===== src/rtl/run_length_ctrl.sv =====
// Run-length sequencer for a loadable up counter: loads ~length, paces increments
// with a prescaler, and emits a one-cycle done pulse once the counter's RCO is seen.
module run_length_ctrl #(
  parameter int n   = 8,
  parameter int DIV = 4
) (
  input  logic         clk,
  input  logic         clr,
  input  logic         start,
  input  logic         abort,
  input  logic [n-1:0] length,
  input  logic         cnt_rco,
  output logic         cnt_ld,
  output logic [n-1:0] cnt_D,
  output logic         cnt_up,
  output logic         tick,
  output logic         busy,
  output logic         done
);

  localparam int PW = (DIV > 1) ? $clog2(DIV) : 1;
  localparam logic [PW-1:0] PRE_MAX = PW'(DIV - 1);

  typedef enum logic [1:0] {IDLE, LOAD, RUN, FINISH} state_t;

  state_t         state, state_nx;
  logic [n-1:0]   len_reg;
  logic [PW-1:0]  pre, pre_nx;
  logic           len_ld;

  always_ff @(posedge clk or posedge clr) begin
    if (clr) begin
      state   <= IDLE;
      len_reg <= '0;
      pre     <= '0;
    end else begin
      state <= state_nx;
      pre   <= pre_nx;
      if (len_ld) len_reg <= length;
    end
  end

  always_comb begin
    state_nx = state;
    pre_nx   = pre;
    len_ld   = 1'b0;
    cnt_ld   = 1'b0;
    cnt_up   = 1'b0;
    busy     = 1'b0;
    done     = 1'b0;
    case (state)
      IDLE: begin
        if (start) begin
          len_ld   = 1'b1;
          state_nx = LOAD;
        end
      end
      LOAD: begin
        cnt_ld   = 1'b1;
        busy     = 1'b1;
        pre_nx   = '0;
        state_nx = abort ? IDLE : RUN;
      end
      RUN: begin
        busy = 1'b1;
        // abort beats RCO, RCO beats counting: no increment once the count is complete
        if (abort) begin
          state_nx = IDLE;
        end else if (cnt_rco) begin
          state_nx = FINISH;
        end else begin
          cnt_up = (pre == PRE_MAX);
          pre_nx = (pre == PRE_MAX) ? '0 : pre + 1'b1;
        end
      end
      FINISH: begin
        done     = 1'b1;
        state_nx = IDLE;
      end
      default: state_nx = IDLE;
    endcase
  end

  // ~L counts up to all-ones in exactly L increments
  assign cnt_D = ~len_reg;
  assign tick  = cnt_up;

endmodule

===== config.mk =====
export PLATFORM = sky130hd
export DESIGN_NAME = run_length_ctrl
export DESIGN_NICKNAME = d
export VERILOG_FILES = /design/src/rtl/run_length_ctrl.sv
export SDC_FILE = /design/constraint.sdc
export NUM_CORES = 1
export LEC_CHECK = 0
export ABC_AREA = 0
export BUFFER_PORTS_ARGS = -buffer_cell sky130_fd_sc_hd__buf_2
export CORE_AREA = 2 2 44 46
export CTS_CLUSTER_SIZE = 28
export DETAILED_ROUTE_END_ITERATION = 12
export DIE_AREA = 0 0 46 48
export GPL_ROUTABILITY_DRIVEN = 0
export GPL_TIMING_DRIVEN = 0
export PLACE_DENSITY = 0.68
export SLEW_MARGIN = 20
export SYNTH_ARGS = -nofsm -noshare
export SYNTH_HDL_FRONTEND = slang
export SYNTH_SLANG_ARGS = --single-unit
export TNS_END_PERCENT = 100

===== constraint.sdc =====
create_clock -name clk -period 1.4 [get_ports clk]
set_clock_uncertainty 0.05 [all_clocks]
set_input_delay 0.28 -clock clk [delete_from_list [all_inputs] [get_ports clk]]
set_output_delay 0.28 -clock clk [all_outputs]
set_load 0.01 [all_outputs]

==> run_results.csv <==
group,metric,value,unit
routing,via_per_inst,4.73,
clock_network,clock_path_buffers,2,
clock_network,clk_latency,0.27,ns
grt,grt_overflow,0,
placed_design,dp.cells,100,
sta,fmax,631,MHz
sta,timing.slew.headroom,69.8,%
logic_synthesis,synth_edf_count,0,
sta,timing.final.crit_share,113,%
placed_design,port_buffers,25,
critical_path,arrival,1.26,ns
critical_path,slowest_stage,"dfrtp_2",
grt,grt_antenna_before_repair,0,
clock_network,cts_inserted_buffers,3,
logic_synthesis,syn_area,662,um^2
logic_synthesis,synth_cell_types,18,
logic_synthesis,postSynthAreaPerCell,11.4,um^2
power,p_leak,0.523,nW
critical_path,critPathLaunch,"state[1]$_DFFE_PP0P_",
grt,grt_pass1_vias,525,
logic_synthesis,async_flop_share,100,%
cells_and_area,nets,116,
critical_path,required,1.07,ns
critical_path,max_stage_delay,0.46,ns
logic_synthesis,ys_top_cells_by_area,"dfrtp_1 (45%), ha_1 (13%), mux2_2 (10%)",
clock_network,cts_max_level,1,
routing,drt_first_pass_iters,1,
routing,drc_errors,0,
critical_path,r2r_start,"state[1]$_DFFE_PP0P_",
placed_design,dp.final_hpwl,947,um
routing,detail_route.wl_per_cell,12.1,um
outcome,violations,"negative setup slack",
grt,grt_util_all_layers,13.7,%
logic_synthesis,ys_ff_latch,12,
sta,hold_ws,0.176,ns
logic_synthesis,synth_largest_area_cell,"dfrtp_1",
sta,post-route-min-period,1.59,ns
power,vdd_drop_max,1.06,mV
floorplan,ios,26,
clock_network,cts_root_buf,"clkbuf_4",
cells_and_area,num-fill-cells,146,
sta,hold_violations,0,
cells_and_area,stdcell_count,112,
sta,tightest_slew,0.452,ns
floorplan,coreArea,0.00169,mm^2
floorplan,die_y,48,um
routing,drt_iter0_drc,0,
clock_network,clock_sinks,12,
hold_path,worstHoldStart,"length[4]",
routing,totalWireLength,1.36,mm
logic_synthesis,yosys_warnings,0,
run,drv_cap,0,
critical_path,cp_max_fo,4,
logic_synthesis,synth-main-ff-cell,"dfrtp_1",
critical_path,critPathTopFamily,"flip-flops",
critical_path,crit_top_cell,"buf_6",
power,power_density,1880,mW/mm^2
hold_path,worstHoldPathType,"input port to flop",
clock_network,cts_tree,"built",
logic_synthesis,syn_inst,58,
floorplan,dieArea,0.00221,mm^2
critical_path,worstPathCellList,"ha_4 -> and3_4 -> buf_6 -> buf_6",
floorplan,start_util,39.2,%
cells_and_area,diodes,0,
routing,num_vias,530,
sta,finalSetupViolCount,8,
critical_path,worst-setup-path-type,"flop to primary output",
routing,drtAntennaViolNets,0,
logic_synthesis,synthTopCellsByCount,"dfrtp_1 (12), inv_1 (12), ha_1 (7)",
logic_synthesis,synth_seq_area_share,45.4,%
grt,grt_pass1_wl,2.07,mm
cells_and_area,area.growth.synth_to_final,51.6,%
clock_network,clk_pin_slew,0.08,ns
cells_and_area,largest_register_ff_count,8,
sta,drv_slew,0,
sta,rsz0062_at_grt,"true",
critical_path,crit_path_end_kind,"primary output",
sta,fin_ws,-0.186,ns
floorplan,row_count,15,
logic_synthesis,syn_nets,78,
cells_and_area,drive_above_1_share,60.0,%
critical_path,cp-start-kind,"flop",
floorplan,die_w,46,um
outcome,status,"finished, violations left",
grt,grt_max_degree,13,
logic_synthesis,synth_top_area_share,45.4,%
power,power,0.00188,W
critical_path,cp_num_buf_inv,2,
## metal layers
layer | vias up | part of all wire, % | GRT usage (%)
met2 | 14 | 54 | 23.3
met3 | 4 | 2.8 | 4.53
met1 | 247 | 40 | 14.5
met5 | - | 0 | 0
met4 | 0 | 2.7 | 8.57
li1 | 265 | - | -
## worst register-to-register path: stages, from the launching register on
cell      delay [ns]
dfrtp_2         0.46
buf_4           0.16
ha_4            0.17
a221oi_2        0.27
mux2_1          0.35
## path summary, 6_finish.rpt
path	endpoint	slack, ns	depth (start not counted)
setup / recovery	tick	-0.19	4
hold / removal	len_reg[4]$_DFFE_PP0P_	0.18	2
setup reg to reg	pre[0]$_DFFE_PP0P_	-0.17	4
hold reg to reg	len_reg[4]$_DFFE_PP0P_	0.44	1
max in group asynchronous	state[1]$_DFFE_PP0P_	0.46	3
min in group asynchronous	len_reg[3]$_DFFE_PP0P_	0.51	3
## cell families after synthesis
kind of cell / count (synthesis) / synth area share, %
buf+inv: 13 / 7.94
flops: 12 / 45.4
mux: 11 / 18.5
simple gates: 9 / 7.18
fa+ha+maj: 7 / 13.2
compound gates: 6 / 7.75
## layout by cell type (no fill, tap or decap), types with 2 or more instances in the layout
cell type  instances
a22o_1             2
buf_2             23
buf_4              7
buf_6              3
clkbuf_4           3
dfrtp_1           11
ha_1               2
ha_4               4
inv_1             10
inv_2              2
mux2_1             3
mux2_2             6
nor2b_1            2
## where the power goes
part / switching, W / leakage (nW) / total, W / internal (W)
clock: 0.000116 / 0.0210 / 0.000274 / 0.000158
sequential: 0.0000795 / 0.145 / 0.000574 / 0.000494
combinational: 0.000479 / 0.357 / 0.00103 / 0.000556
## metrics by stage
| stage | setup slack (ns) | utilization [%] | cell area (um^2) | setup TNS [ns] |
|---|---|---|---|---|
| floorplan | -0.0364 | - | 706 | -0.127 |
| global placement | -0.150 | 50.4 | 852 | -1.42 |
| detailed placement | -0.158 | 50.4 | 852 | -1.53 |
| CTS | -0.190 | 58.9 | 995 | -0.850 |
| global route | -0.249 | 59.4 | 1000 | -1.45 |
| finish | -0.186 | 59.4 | 1000 | -0.930 |
## what timing repair did
action | CTS | global route
endpoints found under the hold margin | 12 | 0
pin swaps | 1 | 1
hold buffers | 1 | 0
resized for setup | 9 | 1
buffers inserted | 7 | 0
endpoints found under the setup margin | 15 | 12
## layout make-up
type / instances / area (um^2) / area share [%]
buffer: 1 / 11.3 / 1.12
clock buffer: 4 / 36.3 / 3.62
inverter: 12 / 45.0 / 4.49
multi-input combinational: 33 / 388 / 38.7
sequential: 12 / 302 / 30.0
tap: 17 / 21.3 / 2.12
timing repair buffer: 33 / 200 / 20.0
Note: power is estimated with default switching activity, not from simulation.
